## config.mk

```make
export PLATFORM = sky130hd
export DESIGN_NAME = bcd_up_counter_2d
export DESIGN_NICKNAME = d
export VERILOG_FILES = /design/src/rtl/counter_pkg.sv /design/src/rtl/bcd_digit_up.sv /design/src/rtl/bcd_up_counter_2d.sv
export SDC_FILE = /design/constraint.sdc
export NUM_CORES = 1
export LEC_CHECK = 0
export CAP_MARGIN = 40
export CORE_MARGIN = 3
export CORE_UTILIZATION = 35
export DETAILED_ROUTE_END_ITERATION = 8
export GPL_TIMING_DRIVEN = 0
export SLEW_MARGIN = 20
export SYNTH_ARGS = -nofsm -noshare
export SYNTH_HDL_FRONTEND = slang
export SYNTH_SLANG_ARGS = --single-unit
```

## constraint.sdc

```tcl
create_clock -name clock_in -period 2.52 [get_ports clock_in]
set_clock_uncertainty 0.1 [all_clocks]
set_input_delay 0.252 -clock clock_in [delete_from_list [all_inputs] [get_ports clock_in]]
set_output_delay 0.252 -clock clock_in [all_outputs]
set_load 0.005 [all_outputs]
```

## src/rtl/counter_pkg.sv

```systemverilog
// Shared definitions for the BCD counter family: FSM states, digit limits
// and the digit sanitising helper.
package counter_pkg;

  // Controller states.
  typedef enum logic [1:0] {
    IDLE = 2'd0,
    RUN  = 2'd1,
    DONE = 2'd2
  } state_e;

  // Largest legal BCD digit value.
  localparam logic [3:0] BCD_MAX = 4'd9;

  // Clamp a raw 4-bit code to a legal BCD digit.
  // Codes A..F become 9, so a bad preload or limit can never create a non-BCD count.
  function automatic logic [3:0] bcd_sat(input logic [3:0] v);
    logic [3:0] r;
    if (v > BCD_MAX) begin
      r = BCD_MAX;
    end else begin
      r = v;
    end
    return r;
  endfunction

  // Value one step above a two-digit BCD number, given as {tens, ones}.
  // The caller guarantees the input is not 99.
  function automatic logic [7:0] bcd2_inc(input logic [7:0] v);
    logic [7:0] r;
    if (v[3:0] >= BCD_MAX) begin
      r = {v[7:4] + 4'd1, 4'd0};
    end else begin
      r = {v[7:4], v[3:0] + 4'd1};
    end
    return r;
  endfunction

endpackage

```

## src/rtl/bcd_digit_up.sv

```systemverilog
// Single BCD digit that counts 0..9 upward.
// 'wrap' flags that the digit sits at 9, so the next enabled step returns it to 0.
// Load has priority over counting, and the loaded digit is saturated to 9.
module bcd_digit_up
  import counter_pkg::*;
(
  input  logic       clock_in,
  input  logic       reset,
  input  logic       en,
  input  logic       load,
  input  logic [3:0] d,
  output logic [3:0] q,
  output logic       wrap
);

  logic [3:0] q_q;
  logic [3:0] q_d;

  // Next digit value: load, else step with 9->0 wrap, else hold.
  always_comb begin
    q_d = q_q;
    if (load) begin
      q_d = bcd_sat(d);
    end else if (en) begin
      if (q_q >= BCD_MAX) begin
        q_d = 4'd0;
      end else begin
        q_d = q_q + 4'd1;
      end
    end else begin
      q_d = q_q;
    end
  end

  // Digit register with synchronous reset to 0.
  always_ff @(posedge clock_in) begin
    if (reset) begin
      q_q <= 4'd0;
    end else begin
      q_q <= q_d;
    end
  end

  assign q    = q_q;
  assign wrap = (q_q == BCD_MAX);

endmodule

```

## src/rtl/bcd_up_counter_2d.sv

```systemverilog
// Two-digit BCD up-counter (00 -> limit).
// This module contains the run/done control FSM, the limit latch and the
// terminal compare. The count itself is stored in two cascaded digits.
// All status outputs are registered.
module bcd_up_counter_2d
  import counter_pkg::*;
#(
  parameter bit AUTO_CLEAR = 1'b0
) (
  input  logic       clock_in,
  input  logic       reset,
  input  logic       tick_in,
  input  logic       start,
  input  logic       stop,
  input  logic       pause,
  input  logic       load,
  input  logic [3:0] load_tens,
  input  logic [3:0] load_ones,
  input  logic [3:0] limit_tens,
  input  logic [3:0] limit_ones,
  output logic [3:0] tens,
  output logic [3:0] ones,
  output logic       carry,
  output logic       busy,
  output logic       done
);

  state_e     state_q;
  state_e     state_d;
  logic [3:0] lim_tens_q;
  logic [3:0] lim_tens_d;
  logic [3:0] lim_ones_q;
  logic [3:0] lim_ones_d;
  logic       carry_q;
  logic       carry_d;
  logic       busy_q;
  logic       busy_d;
  logic       done_q;
  logic       done_d;

  logic [3:0] tens_s;
  logic [3:0] ones_s;
  logic       ones_wrap_s;
  logic       tens_wrap_s;
  logic       cnt_en_s;
  logic       cnt_load_s;
  logic [3:0] ld_tens_s;
  logic [3:0] ld_ones_s;
  logic [3:0] in_lim_tens_s;
  logic [3:0] in_lim_ones_s;
  logic [7:0] nxt_cnt_s;
  logic       at_max_s;
  logic       reach_in_lim_s;
  logic       inc_hits_lim_s;
  logic       in_lim_zero_s;

  // The incoming limit is sanitised before it is latched or compared.
  assign in_lim_tens_s = bcd_sat(limit_tens);
  assign in_lim_ones_s = bcd_sat(limit_ones);
  assign in_lim_zero_s = ({in_lim_tens_s, in_lim_ones_s} == 8'h00);

  // Both operands are valid BCD, so a plain binary compare of {tens, ones} matches the numeric order.
  assign reach_in_lim_s = ({tens_s, ones_s} >= {in_lim_tens_s, in_lim_ones_s});

  // 99 is the absolute ceiling, so the counter never wraps to 00.
  assign at_max_s       = ones_wrap_s && tens_wrap_s;
  assign nxt_cnt_s      = bcd2_inc({tens_s, ones_s});
  assign inc_hits_lim_s = (nxt_cnt_s == {lim_tens_q, lim_ones_q});

  // Next state, limit latch, counter controls and the carry pulse.
  always_comb begin
    state_d    = state_q;
    lim_tens_d = lim_tens_q;
    lim_ones_d = lim_ones_q;
    cnt_en_s   = 1'b0;
    cnt_load_s = 1'b0;
    ld_tens_s  = 4'd0;
    ld_ones_s  = 4'd0;
    carry_d    = 1'b0;
    case (state_q)
      IDLE: begin
        if (load) begin
          cnt_load_s = 1'b1;
          ld_tens_s  = load_tens;
          ld_ones_s  = load_ones;
          state_d    = IDLE;
        end else if (stop) begin
          state_d = IDLE;
        end else if (start) begin
          // A tick arriving together with start is deliberately not counted.
          lim_tens_d = in_lim_tens_s;
          lim_ones_d = in_lim_ones_s;
          if (reach_in_lim_s) begin
            state_d = DONE;
          end else begin
            state_d = RUN;
          end
        end else begin
          state_d = IDLE;
        end
      end
      RUN: begin
        // Load and start are ignored in RUN. Stop wins over a coincident tick.
        if (stop) begin
          state_d = IDLE;
        end else if (tick_in && !pause && !at_max_s) begin
          cnt_en_s = 1'b1;
          carry_d  = ones_wrap_s;
          if (inc_hits_lim_s) begin
            state_d = DONE;
          end else begin
            state_d = RUN;
          end
        end else begin
          state_d = RUN;
        end
      end
      DONE: begin
        if (load) begin
          cnt_load_s = 1'b1;
          ld_tens_s  = load_tens;
          ld_ones_s  = load_ones;
          state_d    = IDLE;
        end else if (stop) begin
          state_d = IDLE;
        end else if (start && AUTO_CLEAR) begin
          // Clear to 00 and rerun. A zero limit is already reached, so the counter stays in DONE.
          cnt_load_s = 1'b1;
          ld_tens_s  = 4'd0;
          ld_ones_s  = 4'd0;
          lim_tens_d = in_lim_tens_s;
          lim_ones_d = in_lim_ones_s;
          if (in_lim_zero_s) begin
            state_d = DONE;
          end else begin
            state_d = RUN;
          end
        end else begin
          state_d = DONE;
        end
      end
      default: begin
        state_d = IDLE;
      end
    endcase
    busy_d = (state_d == RUN);
    done_d = (state_d == DONE);
  end

  // Control and status registers with synchronous reset.
  always_ff @(posedge clock_in) begin
    if (reset) begin
      state_q    <= IDLE;
      lim_tens_q <= 4'd0;
      lim_ones_q <= 4'd0;
      carry_q    <= 1'b0;
      busy_q     <= 1'b0;
      done_q     <= 1'b0;
    end else begin
      state_q    <= state_d;
      lim_tens_q <= lim_tens_d;
      lim_ones_q <= lim_ones_d;
      carry_q    <= carry_d;
      busy_q     <= busy_d;
      done_q     <= done_d;
    end
  end

  bcd_digit_up u_ones (
    .clock_in (clock_in),
    .reset    (reset),
    .en       (cnt_en_s),
    .load     (cnt_load_s),
    .d        (ld_ones_s),
    .q        (ones_s),
    .wrap     (ones_wrap_s)
  );

  bcd_digit_up u_tens (
    .clock_in (clock_in),
    .reset    (reset),
    .en       (ones_wrap_s && cnt_en_s),
    .load     (cnt_load_s),
    .d        (ld_tens_s),
    .q        (tens_s),
    .wrap     (tens_wrap_s)
  );

  assign tens  = tens_s;
  assign ones  = ones_s;
  assign carry = carry_q;
  assign busy  = busy_q;
  assign done  = done_q;

endmodule

```

* After elaboration in Yosys (flattened, before gate mapping)
Index checks and enable logic that the tools add are counted.
W data, S select, Z words.
** Word-level totals
- Flip-flop bits (word level) :: 21
- Input port bits :: 23
- Word-level logic and storage cells :: 70
** Cells by class
- Add/subtract/negate cells :: 2
- Magnitude comparators :: 7
- Equality and inequality tests :: 7
- Muxes and demuxes :: 30
- Bitwise operators :: 4
- Reductions and logical operators :: 12
** Operators with widths (count)
- $mux W4 :: 14
- $mux W2 :: 9
- $gt A4 B4 Y1 const B :: 4
- $add A4 B1 Y4 const B :: 2
- $eq A4 B4 Y1 const B :: 2
- $eq A8 B8 Y1 :: 1
- $ge A4 B4 Y1 const B :: 2
- $ge A8 B8 Y1 :: 1
- $mux W8 :: 1
- $pmux W2 S3 :: 1
- $mux W1 :: 5
- $eq A2 B1 Y1 const B :: 2
- $eq A2 B2 Y1 const B :: 2
- $logic_and A1 B1 Y1 :: 4
- $not A1 Y1 :: 4
- $reduce_and A4 Y1 :: 1
- $reduce_bool A2 Y1 :: 2
- $reduce_or A4 Y1 :: 1
- $logic_not A1 Y1 :: 2
- $logic_not A2 Y1 :: 1
- $reduce_or A2 Y1 :: 1

* Depth between registers and ports, before layout
- Depth after elaboration :: 10
- Gate-level depth with buffers :: 10

* Hierarchy
From an unflattened synthesis, not the netlist that was laid out.
** Second synthesis, totals
- Cells, all modules :: 210
- Area total of the unflattened synthesis :: 1746.7 um2
** By module, submodules not included
- bcd_up_counter_2d :: times used 1, cells an instance 138, area each 1138.6 um2, sequential area each 260.2 um2
- bcd_digit_up :: times used 2, cells an instance 36, area each 304.0 um2, sequential area each 80.1 um2

* Least setup slack after synthesis
No wires, ideal clock.
- Kind :: in2reg
- From :: input port limit_tens[3]
- To :: register done_q, in the netlist done
- Library setup time :: 0.122 ns
- Arrival :: 1.901 ns
- Slack :: 0.397 ns
- Stages on the path :: 10
- Path through :: inv_1 -> nor2_1 -> nor2_1 -> ha_1 -> a21o_1 -> a211o_1 -> a41oi_1 -> o21bai_1 -> and3_1 -> a221o_2
** On the way
- Cells in the longest elaborated chain, start to end :: 9
** Ends and longest elaborated chain
- from (decl) :: line bcd_up_counter_2d.sv:19 : input logic [3:0] limit_tens,
- $gt A4 B4 Y1 :: line counter_pkg.sv:19 : if (v > BCD_MAX) begin
- $mux W4 (*) :: line counter_pkg.sv:19
- $ge A8 B8 Y1 (*) :: line bcd_up_counter_2d.sv:63 : assign reach_in_lim_s = ({tens_s, ones_s} >= {in_lim_tens_s, in_lim_ones_s});
- $mux W2 (*) :: line bcd_up_counter_2d.sv:93 : if (reach_in_lim_s) begin
- $mux W2 (*) :: line bcd_up_counter_2d.sv:89 : end else if (start) begin
- $mux W2 (*) :: line bcd_up_counter_2d.sv:87 : end else if (stop) begin
- $mux W2 (*) :: line bcd_up_counter_2d.sv:82 : if (load) begin
- $pmux W2 S3 (*) :: line bcd_up_counter_2d.sv:80 : case (state_q)
- $eq A2 B2 Y1 (*) :: line bcd_up_counter_2d.sv:147 : done_d = (state_d == DONE);
- to (signal assigned) :: line bcd_up_counter_2d.sv:165 : done_q <= done_d;
- to (decl) :: line bcd_up_counter_2d.sv:38 : logic done_q;
Mark *: on every way between the ends. The rest lies on a longest branch, timed or not.
A chain may end at the register's enable or synchronous reset.

* Final worst setup path
- From :: input port limit_tens[1]
- To :: register done_q, in the netlist done
The elaborated chain is that of the path after synthesis.

==> summary.txt <==
Routing
  – DRC Markers: 0
  – Initial DRC Count: 67
  – Vias after detailed routing: 1437
  – Final ANT Viol Nets: 0
  – Detailed Route WL: 3700 um
  – Post-DR wirelength/cell: 13.4 um
  – Vias per Instance: 5.21
  – Pre-Repair DR Iteration Count: 4

Timing
  – Final number of hold-violating endpoints: 0
  – Pins Over Slew Limit: 0
  – Slew @ Worst Pin: 599 ps
  – Minimum clock period after layout: 2440 ps
  – Endpoints failing setup: 0
  – Headroom to the max-slew limit: 0.597
  – Part of the cycle the worst path needs: 0.970
  – Final worst hold slack: 412 ps
  – Max Clk Rate: 0.409 GHz

Logic synthesis
  – Syn Inst Count: 186
  – Synthesis Warnings: 0
  – Unique masters post-synth: 46
  – Number of enable flip-flop cells after synthesis: 0
  – Synth area leader: sky130_fd_sc_hd__dfxtp_1
  – Synthesized net count: 223
  – Top area cells in the synthesized netlist: sky130_fd_sc_hd__dfxtp_1, sky130_fd_sc_hd__ha_1, sky130_fd_sc_hd__nor2_1, sky130_fd_sc_hd__a21oi_1, sky130_fd_sc_hd__nand2_1
  – Top-area cell type share of the netlist area: 0.277
  – #FFs+latches synth: 21
  – Synth cell count leaders: sky130_fd_sc_hd__nor2_1, sky130_fd_sc_hd__dfxtp_1, sky130_fd_sc_hd__nand2_1
  – Most frequently used cell type in the post-synthesis netlist: sky130_fd_sc_hd__nor2_1
  – Combined area of all synthesized cells: 1520 um2
  – Post-synthesis sequential area ratio: 0.277
  – Leading register cell type out of synthesis: sky130_fd_sc_hd__dfxtp_1
  – Asr flop ratio synth: 0
  – Synth Area per Inst: 8.17 um2

Die
  – Boundary pin count: 34
  – Core area: 4090 um2
  – Row Count: 23
  – Total die area: 5170 um2
  – Die Ht: 71.9 um
  – Starting density of the core: 0.372
  – Die span in x: 71.9 um

GRT
  – Global-route wire length before repair: 6310 um
  – Antenna violations before repair: 0
  – Global route overflow: 0
  – Pin count of the biggest net entering global routing: 13
  – Vias in the first global route: 1340
  – GRT Overall Usage: 0.152

Placed design
  – PortBufs: 33
  – Placed wire-length estimate after detailed placement: 2870 um
  – Cell area after placement: 1910 um2
  – Weighted congestion reported at the end of routability-driven placement: 0.792

Finish
  – Number of nets in the finished design: 264
  – Fraction of layout cells with a size suffix above 1: 0.124
  – Antenna diode count: 0
  – Area overhead of the layout relative to synthesis: 31.6%
  – Post-Route Utilization: 0.490
  – Design Area, Final: 2000 um2

Clock tree
  – Buffer cell driving the clock tree root: sky130_fd_sc_hd__clkbuf_8
  – TritonCTS Buffers: 3
  – Worst-Skew Late Latency: 260 ps
  – Total clock sinks: 21
  – TritonCTS clock tree: built
  – Clk slew on worst S/H paths: 80 ps
  – Buffer levels on the longest clock path: 2
  – Count of hold buffers inserted by post-cts repair: 0
  – Maximum level of the CTS H-tree: 1

Worst setup path
  – CP startpoint kind: input port
  – CP max stage cell: sky130_fd_sc_hd__clkdlybuf4s50_1
  – Required time of the critical path: 2570 ps
  – Critical-path maximum fanout: 2
  – CP Cell Sequence: clkdlybuf4s50_1 > nor2_1 > nor2_1 > nor2_1 > ha_1 > a21o_1 > a211o_1 > a41oi_2 > o21bai_2 > and3_1 > a221o_2
  – Family with the most delay on the worst path: compound AO/OA/AOI/OAI gates
  – WP buf/inv: 1
  – Slowest cell delay on critical path: 420 ps
  – Kind of critical path: input port to flip-flop
  – Arrival time at the worst endpoint: 2490 ps
  – Most Frequent Cell on Critical Path: sky130_fd_sc_hd__nor2_1
  – Element type at the critical path end: flip-flop

Power
  – Pwr per Cell Area: 435 nW/um2
  – Static leakage: 0.839 nW
  – Highest ir drop seen on vdd: 0.241 mV
  – Pwr Total: 0.870 mW

Run status
  – Status: finished, final reports clean

Run
  – Number of max-capacitance violations reported: 0

Worst hold path
  – Path type of the worst min-delay path: flip-flop to flip-flop
## sequential cells by signal, indices dropped and copies added, names as in the netlist
register    cells
u_tens.q        4
lim_ones_q      4
carry           1
busy            1
lim_tens_q      4
u_ones.q        4
done            1
state_q         2
## kinds of logic after synthesis
kind of cell / Yosys count / synth area share
compound gates: 49 / 0.233
xor+xnor: 11 / 0.0634
fa+ha+maj: 14 / 0.115
buf+inv: 15 / 0.0420
flops: 21 / 0.277
mux: 2 / 0.0132
simple gates: 74 / 0.257
## final timing paths
path | from | to | slack [ps] | cells after the start
hold reg to reg | lim_tens_q[2] | lim_tens_q[2] | 410 | 2
setup reg to reg | u_tens.q[0] | done | 210 | 7
hold / removal | lim_tens_q[2] | lim_tens_q[2] | 410 | 2
setup / recovery | limit_tens[1] | done | 80 | 11
## placed cells by master, fill, tap and decap left out, types with 6 or more instances in the layout
cell type / instances
sky130_fd_sc_hd__inv_1: 9
sky130_fd_sc_hd__o21ai_0: 8
sky130_fd_sc_hd__a21oi_1: 15
sky130_fd_sc_hd__ha_1: 14
sky130_fd_sc_hd__nor3_1: 6
sky130_fd_sc_hd__xor2_1: 6
sky130_fd_sc_hd__nand2_1: 16
sky130_fd_sc_hd__clkdlybuf4s50_1: 33
sky130_fd_sc_hd__nor2_1: 30
sky130_fd_sc_hd__dfxtp_1: 19
## timing repair
| action | in CTS | in global routing |
|---|---|---|
| setup buffers | 0 | 3 |
| endpoints found under the setup margin | 0 | 4 |
| hold endpoints to repair | 0 | 0 |
| resized for setup | 0 | 6 |
## power by group
group          switching (mW)  internal, mW
Combinational           0.128         0.143
Clock                   0.110         0.110
Sequential             0.0302         0.349
## worst register-to-register path, cell delays in order, from the launching register on
cell                       delay (ps)
sky130_fd_sc_hd__dfxtp_1          530
sky130_fd_sc_hd__ha_1             320
sky130_fd_sc_hd__a21o_1           190
sky130_fd_sc_hd__a211o_1          310
sky130_fd_sc_hd__a41oi_2          190
sky130_fd_sc_hd__o21bai_2          90
sky130_fd_sc_hd__and3_1           190
sky130_fd_sc_hd__a221o_2          290
## per-stage QoR
stage / setup slack, ps / setup TNS, ps / cells
after floorplan: 397 / 0 / 186
after global placement: -198 / -390 / 269
after detailed placement: -220 / -437 / 269
after CTS: 51.2 / 0 / 273
after global routing: -20.4 / -36.7 / 276
final: 75.8 / 0 / 276
## metal layers
| metal | vias to the layer above | wire length, um | global-route usage |
|---|---|---|---|
| li1 | 746 | - | - |
| met1 | 653 | 1780 | 0.210 |
| met2 | 34 | 1710 | 0.248 |
| met3 | 4 | 172 | 0.0222 |
| met4 | 0 | 31 | 0.0376 |
| met5 | - | 0 | 0 |
## cell type report
type                            count  area (um2)
Clock inverter                      1        5.00
Buffer                              5        26.3
Tap cell                           50        62.6
Multi-Input combinational cell    150        1050
Sequential cell                    21         423
Fill cell                         412        2090
Timing Repair Buffer               36         353
Clock buffer                        3        41.3
Inverter                           10        37.5
Power figures use the tool's default switching activity.
